==> src/rtl/spi_regfile_peripheral.sv <==
// SPI mode-0 register-file peripheral: NUM_REGS x DATA_W registers, written and read over an
// oversampled SPI link; writes commit only when the frame is exactly FRAME_W bits long.
module spi_regfile_peripheral #(
  parameter int SYNC_FLOPS = 2,
  parameter int ADDR_W     = 7,
  parameter int DATA_W     = 8,
  parameter int NUM_REGS   = 5
) (
  input  logic                         clk,
  input  logic                         rst_n,
  input  logic                         SCLK,
  input  logic                         COPI,
  input  logic                         nCS,
  output logic                         CIPO,
  output logic                         cipo_oe,
  output logic [NUM_REGS*DATA_W-1:0]   regs_out,
  output logic                         wr_pulse,
  output logic [ADDR_W-1:0]            wr_addr,
  output logic                         frame_err
);

  localparam int FRAME_W = 1 + ADDR_W + DATA_W;
  localparam int CNT_W   = $clog2(FRAME_W + 1);

  typedef enum logic [2:0] {IDLE, CMD, WDATA, RDATA, DONE, OVERRUN} state_t;

  state_t state, state_nxt;

  logic [SYNC_FLOPS-1:0] sclk_sync, copi_sync, cs_sync;
  logic                  sclk_hist, cs_hist;
  logic                  sclk_rise, sclk_fall, cs_fall, cs_rise, copi_bit;

  logic [FRAME_W-1:0]    shreg, shreg_shift;
  logic [CNT_W-1:0]      cnt, cnt_inc;
  logic [DATA_W-1:0]     regs [NUM_REGS];
  logic [DATA_W-1:0]     rd_val, rd_shreg;
  logic [ADDR_W-1:0]     cmd_addr, frame_addr;
  logic [DATA_W-1:0]     frame_data;
  logic                  cmd_rw, frame_rw, rd_err;
  logic                  commit, err_nxt, clear, shift, rd_load;

  function automatic logic implemented(input logic [ADDR_W-1:0] a);
    return 32'(a) < 32'(NUM_REGS);
  endfunction

  // Edge pulses are registered, so the FSM acts one cycle after the edge is seen in the
  // last synchroniser stage; COPI is captured from the same stage as SCLK.
  always_ff @(posedge clk or negedge rst_n) begin
    if (!rst_n) begin
      sclk_sync <= '0;
      copi_sync <= '0;
      cs_sync   <= '1;
      sclk_hist <= 1'b0;
      cs_hist   <= 1'b1;
      sclk_rise <= 1'b0;
      sclk_fall <= 1'b0;
      cs_fall   <= 1'b0;
      cs_rise   <= 1'b0;
      copi_bit  <= 1'b0;
    end else begin
      // NOTE: non-blocking assignments let every stage sample the previous value of the
      // stage before it, which is what makes this a shift chain rather than a wire.
      sclk_sync <= {sclk_sync[SYNC_FLOPS-2:0], SCLK};
      copi_sync <= {copi_sync[SYNC_FLOPS-2:0], COPI};
      cs_sync   <= {cs_sync[SYNC_FLOPS-2:0], nCS};
      sclk_hist <= sclk_sync[SYNC_FLOPS-1];
      cs_hist   <= cs_sync[SYNC_FLOPS-1];
      sclk_rise <= sclk_sync[SYNC_FLOPS-1] & ~sclk_hist;
      sclk_fall <= ~sclk_sync[SYNC_FLOPS-1] & sclk_hist;
      cs_fall   <= ~cs_sync[SYNC_FLOPS-1] & cs_hist;
      cs_rise   <= cs_sync[SYNC_FLOPS-1] & ~cs_hist;
      copi_bit  <= copi_sync[SYNC_FLOPS-1];
    end
  end

  assign shreg_shift = {shreg[FRAME_W-2:0], copi_bit};
  assign cnt_inc     = cnt + CNT_W'(1);
  assign cmd_rw      = shreg_shift[ADDR_W];
  assign cmd_addr    = shreg_shift[ADDR_W-1:0];
  assign frame_rw    = shreg[FRAME_W-1];
  assign frame_addr  = shreg[DATA_W +: ADDR_W];
  assign frame_data  = shreg[DATA_W-1:0];

  always_comb begin
    rd_val = '0;
    for (int i = 0; i < NUM_REGS; i++)
      if (cmd_addr == ADDR_W'(i)) rd_val = regs[i];
  end

  always_comb begin
    // NOTE: every output of this block gets a default first, so no path can infer a latch.
    state_nxt = state;
    commit    = 1'b0;
    err_nxt   = 1'b0;
    clear     = 1'b0;
    shift     = 1'b0;
    rd_load   = 1'b0;
    if (cs_rise) begin
      state_nxt = IDLE;
      case (state)
        DONE: begin
          if (frame_rw) begin
            if (implemented(frame_addr)) commit = 1'b1;
            else                         err_nxt = 1'b1;
          end else begin
            err_nxt = rd_err;
          end
        end
        CMD, WDATA, RDATA, OVERRUN: err_nxt = 1'b1;
        default: ;
      endcase
    end else if (cs_fall) begin
      state_nxt = CMD;
      clear     = 1'b1;
    end else if (sclk_rise) begin
      case (state)
        CMD: begin
          shift = 1'b1;
          if (cnt_inc == CNT_W'(1 + ADDR_W)) begin
            if (cmd_rw) begin
              state_nxt = WDATA;
            end else begin
              state_nxt = RDATA;
              rd_load   = 1'b1;
            end
          end
        end
        WDATA, RDATA: begin
          shift = 1'b1;
          if (cnt_inc == CNT_W'(FRAME_W)) state_nxt = DONE;
        end
        DONE:    state_nxt = OVERRUN;
        default: ;
      endcase
    end
  end

  always_ff @(posedge clk or negedge rst_n) begin
    if (!rst_n) begin
      state     <= IDLE;
      cnt       <= '0;
      shreg     <= '0;
      rd_shreg  <= '0;
      rd_err    <= 1'b0;
      cipo_oe   <= 1'b0;
      CIPO      <= 1'b0;
      wr_pulse  <= 1'b0;
      frame_err <= 1'b0;
      wr_addr   <= '0;
      // NOTE: the register bank is reset on purpose; downstream PWM logic must see zeros.
      for (int i = 0; i < NUM_REGS; i++) regs[i] <= '0;
    end else begin
      state     <= state_nxt;
      wr_pulse  <= commit;
      frame_err <= err_nxt;

      if (clear) begin
        cnt   <= '0;
        shreg <= '0;
      end else if (shift) begin
        cnt   <= cnt_inc;
        shreg <= shreg_shift;
      end

      if (commit) begin
        wr_addr <= frame_addr;
        for (int i = 0; i < NUM_REGS; i++)
          if (frame_addr == ADDR_W'(i)) regs[i] <= frame_data;
      end

      // The first fall after RDATA entry keeps the MSB so the controller samples it on the
      // first data rise; later falls advance one bit, and after the last bit CIPO drops to 0.
      if (cs_rise || cs_fall) begin
        cipo_oe <= 1'b0;
        CIPO    <= 1'b0;
        rd_err  <= 1'b0;
      end else if (rd_load) begin
        rd_shreg <= rd_val;
        rd_err   <= ~implemented(cmd_addr);
        cipo_oe  <= 1'b1;
        CIPO     <= rd_val[DATA_W-1];
      end else if (sclk_fall && cipo_oe) begin
        if (state == RDATA) begin
          if (cnt != CNT_W'(1 + ADDR_W)) begin
            rd_shreg <= rd_shreg << 1;
            CIPO     <= rd_shreg[DATA_W-2];
          end
        end else begin
          CIPO <= 1'b0;
        end
      end
    end
  end

  for (genvar g = 0; g < NUM_REGS; g++) begin : g_flat
    assign regs_out[g*DATA_W +: DATA_W] = regs[g];
  end

endmodule
==> config.mk <==
export PLATFORM = sky130hd
export DESIGN_NAME = spi_regfile_peripheral
export DESIGN_NICKNAME = d
export VERILOG_FILES = /design/src/rtl/spi_regfile_peripheral.sv
export SDC_FILE = /design/constraint.sdc
export NUM_CORES = 1
export LEC_CHECK = 0
export BUFFER_PORTS_ARGS = -buffer_cell sky130_fd_sc_hd__buf_4
export CORE_MARGIN = 5
export CORE_UTILIZATION = 57
export CTS_CLUSTER_SIZE = 8
export DETAILED_ROUTE_END_ITERATION = 10
export HOLD_SLACK_MARGIN = 0.05
export PLACE_DENSITY_LB_ADDON = 0.05
export SYNTH_ARGS = -nofsm -noshare
export SYNTH_HDL_FRONTEND = slang
export SYNTH_SLANG_ARGS = --single-unit
==> constraint.sdc <==
create_clock -name clk -period 2.05 [get_ports clk]
set_input_delay 0.1025 -clock clk [delete_from_list [all_inputs] [get_ports clk]]
set_output_delay 0.1025 -clock clk [all_outputs]
set_load 0.1 [all_outputs]
==> impl_metrics.toml, run 1 <==
[yosys]
yosys.area.top_type = "dfrtp_1"
ys_seq_area_share_pct = 55.3
synthAdderAreaFrac_pct = 0.863
synthCells = 365
synth-seq-cells = 96
synth-async-reset-ratio_pct = 100
synth_area_leaders = "dfrtp_1 (53%), mux2_2 (11%), nand2_1 (4.5%)"
syn_avg_cell_area_um2 = 11.9
yosys.area_share.simple_pct = 16.4
netlist_area_um2 = 4350
synth_cell_type_count = 57
synth_warnings = 0
synth_top_family_by_area = "simple AND/OR/NAND/NOR gates"
synth_edf_count = 0
muxShareOfSynthArea_pct = 16.2
synth_xor_area_share_pct = 0.604
yosys_most_used_dff = "dfrtp_1"
synth_compound_area_share_pct = 8.11
synth_top_area_share_pct = 53.5
syn_nets = 373

[clocking]
clkLatencyLatePin_ns = 0.35
root_buffer = "clkbuf_8"
htree_num_levels = 3
cts.sinks = 96
cts_tree = "done"
clkSlewWorstSetupHoldPaths_ns = 0.10
cts_buffer_depth = 2
numCtsBuffers = 9

[global_routing]
grt_pass1_vias = 3223
antenna_found_initial = 0
grt_max_degree = 44
grt_usage_pct = 21.5
grt_pass1_wl_mm = 16.5
grt_overflow = 0

[sta]
fin_crit_ns = 1.92
fin_worst_skew_ns = 0.0130
max_slew.worst_pin.slew_ns = 0.675
fin_crit_sh_pct = 93.4
hold_viol_final = 0
setup_viol = 0
worst_hold_slack_ns = 0.236
slew_violations = 0
timing.fmax_ghz = 0.522
max_slew_margin_pct = 54.6

[die]
ios = 56
core_area_um2 = 7330
die_y_um = 97.4
initial_core_util_pct = 59.4
rows = 31
die-area_um2 = 9480
fp.dieW_um = 97.4

[finish]
drive_gt1_share_pct = 36.7
post-route-util_pct = 72.4
final_nets = 447
seqCellArea_um2 = 2410
multi_input_comb_area_um2 = 1880
n_antenna_cell = 0
layout_common_cells = "dfrtp_1 (92), buf_4 (78), nand2_1 (52)"
final_area_um2 = 5310
final_common_cell = "dfrtp_1"
nFillCells = 536
final_cells = 543
area_growth_pct = 22.0

[routing]
ant_nets = 0
wirelength_mm = 9.83
drtPass1Iterations = 4
vias = 3098
drt-wirelength-per-cell_um = 18.1
drt_iter0_drc = 139
via_per_inst = 5.71
drc = 0

[critical_path]
crit_arrival_ns = 2.16
worstRegToRegCells = 5
crit_start = "shreg[13]$_DFFE_PN0P_"
critical-path-max-stage-delay_ns = 0.43
endpoint_kind = "register"
cp_slowest_cell = "dfrtp_1"
r2r_slack_ns = 0.13
crit_required_ns = 2.29
cp_cell_sequence = "nor4_4, and4_1, and2b_2, nand3_4, mux2_1"
critPathKind = "reg -> reg"
rr_endpoint = "regs_out[24]$_DFFE_PN0P_"
reg2reg_from = "shreg[13]$_DFFE_PN0P_"
start_kind = "register"
path_max_fanout = 8
endpoint = "regs_out[24]$_DFFE_PN0P_"

[worst_hold_path]
hold_path_class = "in -> async"

[placement]
gp_congestion = 0.800
io_buffers = 55
placedCellCount = 522
hpwl_mm = 6.81
placed_area_um2 = 4980

[power]
leakagePower_uw = 0.00263
power_density_nw_per_um2 = 694
ir_drop_mv = 0.492

[job]
cap_violations = 0

[outcome]
status = "finished, final reports clean"
==> worst min-delay path by stage <==
stage / to / slack [ns] / depth (start not counted)
floorplan: CIPO$_DFFE_PN0P_ / -0.19 / 0
finish: cnt[4]$_DFFE_PN0P_ / 0.24 / 2
global placement: cnt[4]$_DFFE_PN0P_ / 0.08 / 1
detailed placement: cnt[4]$_DFFE_PN0P_ / 0.09 / 1
global route: wr_addr[4]$_DFFE_PN0P_ / 0.27 / 2
CTS: regs_out[38]$_DFFE_PN0P_ / 0.24 / 2
==> cell type report <==
| type | count | area share (%) |
|---|---|---|
| sequential | 96 | 45.4 |
| timing repair buffer | 83 | 12.2 |
| multi-input combinational | 245 | 35.4 |
| tap | 99 | 2.33 |
| clock inverter | 5 | 2.03 |
| clock buffer | 11 | 2.48 |
| inverter | 4 | 0.283 |
==> critical path, delay by kind of cell, from the launching register on <==
kind / cells / cell delay (ns)
muxes: 1 / 0.37
and+or+nand+nor: 4 / 1.01
DFF: 1 / 0.43
==> Yosys cell counts (2+ instances only) <==
| library cell | number |
|---|---|
| a21oi_1 | 17 |
| nand2_1 | 52 |
| nand3_1 | 9 |
| a22o_1 | 3 |
| nor4b_1 | 2 |
| dfrtp_1 | 93 |
| a21o_1 | 2 |
| dfstp_2 | 3 |
| mux2_2 | 44 |
| nor3_1 | 3 |
| inv_1 | 4 |
| nand3b_4 | 2 |
| and3_1 | 2 |
| o21ai_0 | 16 |
| mux2i_1 | 2 |
| and2_1 | 6 |
| mux2_1 | 3 |
| buf_2 | 7 |
| xnor2_1 | 2 |
| o31ai_1 | 2 |
| nor2b_1 | 14 |
| a31oi_1 | 7 |
| nand3b_1 | 4 |
| nand2b_1 | 3 |
| a211oi_1 | 2 |
| nor4_1 | 4 |
| ha_1 | 3 |
| mux4_2 | 7 |
| clkbuf_1 | 10 |
| nor2_1 | 10 |
==> through the flow <==
| step | setup TNS (ns) | power, µW | setup WS (ns) |
|---|---|---|---|
| floorplan | 0 | 2120 | 0.123 |
| global placement | -0.0606 | 2240 | -0.0256 |
| detailed placement | -0.393 | 2240 | -0.0686 |
| CTS | 0 | 3700 | 0.0176 |
| global route | -0.0255 | 3840 | -0.0135 |
| finish | 0 | 3680 | 0.135 |
==> sequential cells by signal (all words and copies together) (netlist names), 2 cells and up <==
name and cells:
sclk_sync 2, cs_sync 2, state 3, cnt 5, shreg 16, wr_addr 7, rd_shreg 7, regs_out 40
copi_sync 2
==> cell families after synthesis <==
family,Yosys count
AO/OA/AOI/OAI,58
multiplexers,56
XOR/XNOR,3
AND/OR/NAND/NOR,125
buffers and inverters,24
flip-flops,96
adder cells (fa/ha/maj),3
==> power by group <==
part,internal (µW),switching [µW]
Combinational,96.1,155
Clock,817,644
Sequential,1930,44.4
Total,2840,844
==> repair_timing <==
item                                   4_1_cts  5_1_grt
endpoints found under the hold margin       32        0
pin swaps                                    0        0
hold buffers                                 4        0
gates cloned                                 0        0
buffers inserted                             0        1
resized for setup                            3        5
setup endpoints to repair                    8       41
==> per-layer routing <==
layer / global-route usage [%] / vias up / wire length (µm)
met5: 0 / - / 0
met4: 6.07 / 0 / 135
met3: 5.17 / 16 / 495
met2: 33.6 / 93 / 4690
met1: 30.2 / 1542 / 4520
li1: - / 1447 / -
(Power assumes the default switching activity.)
==> run 2, diff against run 1 <==
clock period = 2.1 ns   (was 2.05 ns; I/O delays follow)
==> run 2 against run 1 <==
Compared with the run above: power decreased by 11%; sequential share of layout area is 0.89 points higher; clock skew is 0.0052 ns lower; clock power decreased by 24%; worst setup slack better by 0.058 ns; critical endpoint is now regs_out[25]$_DFFE_PN0P_.
==> impl_metrics.toml, run 2 (synthesis results as in run 1) <==
[outcome]
status = "finished, final reports clean"

[critical_path]
crit_arrival_ns = 2.15
r2r_slack_ns = 0.19
crit_required_ns = 2.34
cp_cell_sequence = "nor4_2, and4_1, and2b_2, nand3_4, mux2_1"
cp_slowest_cell = "dfrtp_1"
worstRegToRegCells = 5
critical-path-max-stage-delay_ns = 0.41
cp_num_buf_inv = 0
critPathKind = "reg -> reg"
endpoint_kind = "register"
path_max_fanout = 8
cp.depth = 5
start_kind = "register"
crit_family = "simple AND/OR/NAND/NOR gates"

[sta]
hold_viol_final = 0
timing.final.ws_setup_ns = 0.193
fin_crit_ns = 1.91
grt_setup_unrepaired = "no"
setup_viol = 0
max_slew_margin_pct = 52.3
max_slew.worst_pin.slew_ns = 0.709
slew_violations = 0
fin_worst_skew_ns = 0.00783
fin_crit_sh_pct = 90.8
timing.fmax_ghz = 0.524

[finish]
seqCellArea_um2 = 2410
nFillCells = 537
final_nets = 443
drive_gt1_share_pct = 36.1
largest_register_ffs = 40
layout_common_cells = "dfrtp_1 (92), buf_4 (74), nand2_1 (52)"
multi_input_comb_area_um2 = 1860
n_antenna_cell = 0
post-route-util_pct = 71.0
final_common_cell = "dfrtp_1"
area_growth_pct = 19.6

[die]
ios = 56
core_area_um2 = 7330
fp.dieW_um = 97.4
rows = 31
die-area_um2 = 9480
initial_core_util_pct = 59.4
die_y_um = 97.4

[power]
ir_drop_mv = 0.438
power_uw = 3260
leakagePower_uw = 0.00257
power_density_nw_per_um2 = 627

[global_routing]
grt_overflow = 0
use_met3_pct = 3.95
met2_usage_pct = 31.0
grt_max_degree = 55
grt_pass1_wl_mm = 15.8
grt_usage_pct = 20.9
top_usage_layer = "met1"
grt_pass1_vias = 2953
met1_usage_pct = 31.1
antenna_found_initial = 0

[routing]
drtPass1Iterations = 4
ant_nets = 0
drt_iter0_drc = 138
drc = 0
vias = 3036
via_per_inst = 5.63
drt-wirelength-per-cell_um = 17.7
wirelength_mm = 9.53

[placement]
io_buffers = 55
place_ws_ns = -0.0280
hpwl_mm = 6.82
gp_congestion = 0.853

[clocking]
cts_buffer_depth = 2
numCtsBuffers = 9
htree_num_levels = 3
clkSlewWorstSetupHoldPaths_ns = 0.09
clkLatencyLatePin_ns = 0.36
cts_tree = "done"
root_buffer = "clkbuf_8"
cts.sinks = 96

[worst_hold_path]
hold_path_class = "in -> async"

[job]
cap_violations = 0
## run 2: layout make-up
class	instances	share of cell area, %
tap	99	2.38
multi-input combinational	245	35.8
inverter	4	0.288
sequential	96	46.3
timing repair buffer	79	11.8
clock inverter	5	0.769
clock buffer	11	2.72
## run 2: layer usage
metal	vias to the layer above	part of all wire [%]
li1	1442	-
met3	8	5.0
met1	1515	47
met2	71	48
met4	0	0.64
met5	-	0
## run 2: power breakdown
part           switching (µW)  total (µW)  internal [µW]
Combinational             144         229           84.6
Sequential               46.1        1930           1880
Clock                     640        1110            470
## run 2: path summary, 6_finish.rpt
path / startpoint / end
min in group clk: cs_sync[0]$_DFF_PN1_ / cs_sync[1]$_DFF_PN1_
setup reg to reg: shreg[13]$_DFFE_PN0P_ / regs_out[25]$_DFFE_PN0P_
hold / removal: rst_n / CIPO$_DFFE_PN0P_
max in group asynchronous: rst_n / cs_sync[1]$_DFF_PN1_
setup / recovery: shreg[13]$_DFFE_PN0P_ / regs_out[25]$_DFFE_PN0P_
hold reg to reg: cs_sync[0]$_DFF_PN1_ / cs_sync[1]$_DFF_PN1_
## run 2: repair_timing
item	in CTS	in global routing
endpoints found under the setup margin	8	35
pin swaps	0	1
hold endpoints to repair	55	0
resized for setup	1	5
setup buffers	0	1
hold buffers	4	0
## run 2: metrics by stage
stage          instances  setup TNS (ns)  instance area, µm²  hold WS [ns]
2_1_floorplan        365               0                4350        -0.191
5_1_grt              539               0                5200         0.373
4_1_cts              538               0                5180         0.346
6_report             539               0                5200         0.322
3_3_place_gp         518               0                4950         0.191
3_5_place_dp         518          -0.143                4950         0.192
==> run 3, diff against run 2 <==
CORE_UTILIZATION = 52   (was 57)
clock period = 1.6 ns   (was 2.1 ns; I/O delays follow)
==> run 3 against run 2 <==
Compared with the run above: the flow now finishes with violations (setup timing); non-clock buffer count up 57; core utilization rose by 4.7 points; hold slack got worse by 0.14 ns; power up 43%; sequential cell count unchanged; via count rose by 12%; clock skew up 0.010 ns; critical path type unchanged.
==> impl_metrics.toml, run 3 (synthesis results as in run 1) <==
[finish]
final_common_cell = "buf_4"
n_antenna_cell = 0
largest_register_ffs = 40
final_nets = 500
area_growth_pct = 42.2
layout_common_cells = "buf_4 (110), dfrtp_1 (86), mux2_2 (39)"
final_area_um2 = 6190
drive_gt1_share_pct = 58.7

[global_routing]
grt_pass1_vias = 3339
grt_max_degree = 42
met1_usage_pct = 32.3
grt_overflow = 0
grt_pass1_wl_mm = 17.3
grt_usage_pct = 21.8
top_usage_layer = "met2"
use_met3_pct = 3.58
met2_usage_pct = 32.9
antenna_found_initial = 0

[routing]
vias = 3401
wirelength_mm = 11.3
ant_nets = 0
drt_iter0_drc = 157
drc = 0
via_per_inst = 5.66
drt-wirelength-per-cell_um = 18.8
drtPass1Iterations = 4

[critical_path]
endpoint_kind = "register"
reg2reg_from = "shreg[14]$_DFFE_PN0P_"
cp_slowest_cell = "dfrtp_1"
crit_required_ns = 1.86
rr_endpoint = "regs_out[25]$_DFFE_PN0P_"
cp_num_buf_inv = 1
worstRegToRegCells = 6
critical-path-max-stage-delay_ns = 0.42
critPathKind = "reg -> reg"
path_max_fanout = 8
cp_cell_sequence = "nor4_4, and4_1, and2b_1, buf_12, nand3_4, mux2_4"
start_kind = "register"
crit_family = "simple AND/OR/NAND/NOR gates"
r2r_slack_ns = -0.26
cp.depth = 6
crit_arrival_ns = 2.12

[power]
power_density_nw_per_um2 = 757
ir_drop_mv = 0.471
leakagePower_uw = 0.00301

[clocking]
clkSlewWorstSetupHoldPaths_ns = 0.10
clkLatencyLatePin_ns = 0.37
cts_tree = "done"
root_buffer = "clkbuf_8"
htree_num_levels = 3
cts_buffer_depth = 2
numCtsBuffers = 9
cts.sinks = 96

[sta]
hold_viol_final = 0
worst_hold_slack_ns = 0.182
setup_tns_ns = -13.46
timing.final.ws_setup_ns = -0.265
slew_violations = 0
max_slew_margin_pct = 62.5
setup_viol = 76
fin_crit_ns = 1.86
fin_crit_sh_pct = 117
grt_setup_unrepaired = "yes"
timing.fmax_ghz = 0.536
fin_worst_skew_ns = 0.0183
max_slew.worst_pin.slew_ns = 0.563

[placement]
place_ws_ns = -0.260
placed_area_um2 = 5430
io_buffers = 55
hpwl_mm = 7.42
gp_congestion = 0.841

[outcome]
violations = "setup timing"
status = "finished with violations"

[die]
rows = 33
fp.dieW_um = 101
core_area_um2 = 8180
ios = 56
die_y_um = 101
initial_core_util_pct = 53.2
die-area_um2 = 10300

[worst_hold_path]
hold_path_class = "in -> async"

[job]
cap_violations = 0
## run 3: cell count changes in the layout (fill, tap and decap cells not counted), moves of 6 or more
cell     before  now
buf_4        74  110
nand2_1      52   25
buf_6         0   16
nand2_2       1   15
a21oi_1      17    4
a21oi_2       0   13
nand2_4       0   13
o21ai_0      16    7
mux2_4        0    8
o21ai_1       1    8
dfrtp_1      92   86
## run 3: where the power goes
group | switching (µW) | internal [µW]
combinational | 284 | 239
sequential | 49.3 | 2470
clock | 870 | 771
## run 3: area by class of cell
type,instances,area [µm²]
clock buffer,10,138
clock inverter,5,63.8
fill,530,1990
inverter,4,15.0
multi-input combinational,245,2270
sequential,96,2420
tap,105,131
timing repair buffer,136,1160
## run 3: through the flow
stage / total power, µW / util (%) / std cells
2_1_floorplan: 2740 / - / 365
3_3_place_gp: 2960 / 66.4 / 568
3_5_place_dp: 2970 / 66.4 / 568
4_1_cts: 4650 / 71.8 / 591
5_1_grt: 4870 / 75.7 / 601
6_report: 4680 / 75.7 / 601
## run 3: worst reg2reg max path: cells and delay by family, from the launching register on
family | cells | cell delay, ns
AND/OR/NAND/NOR | 4 | 0.90
flip-flops | 1 | 0.42
multiplexers | 1 | 0.33
buffers and inverters | 1 | 0.13
## run 3: per-layer routing
| layer | share of wire, % | vias up |
|---|---|---|
| met1 | 45 | 1746 |
| met5 | 0 | - |
| li1 | - | 1556 |
| met2 | 49 | 83 |
| met3 | 4.1 | 16 |
| met4 | 1.6 | 0 |
## run 3: worst max path at each step
stage                                startpoint  slack (ns)                        to
after global routing      shreg[12]$_DFFE_PN0P_       -0.37  regs_out[25]$_DFFE_PN0P_
final                     shreg[14]$_DFFE_PN0P_       -0.26  regs_out[25]$_DFFE_PN0P_
after global placement    shreg[14]$_DFFE_PN0P_       -0.22  regs_out[24]$_DFFE_PN0P_
after CTS                 shreg[13]$_DFFE_PN0P_       -0.26  regs_out[25]$_DFFE_PN0P_
after floorplan              cnt[1]$_DFFE_PN0P_       -0.19   rd_shreg[1]$_DFFE_PN0P_
after detailed placement  shreg[14]$_DFFE_PN0P_       -0.26  regs_out[25]$_DFFE_PN0P_
## run 3: what timing repair did
item                                    CTS  global route
gates resized for setup                  55            66
hold buffers                              4             0
setup buffers                             3             9
gates cloned                              1             2
endpoints found under the hold margin    75             0
pin swaps                                37            34
endpoints found under the setup margin   77            81
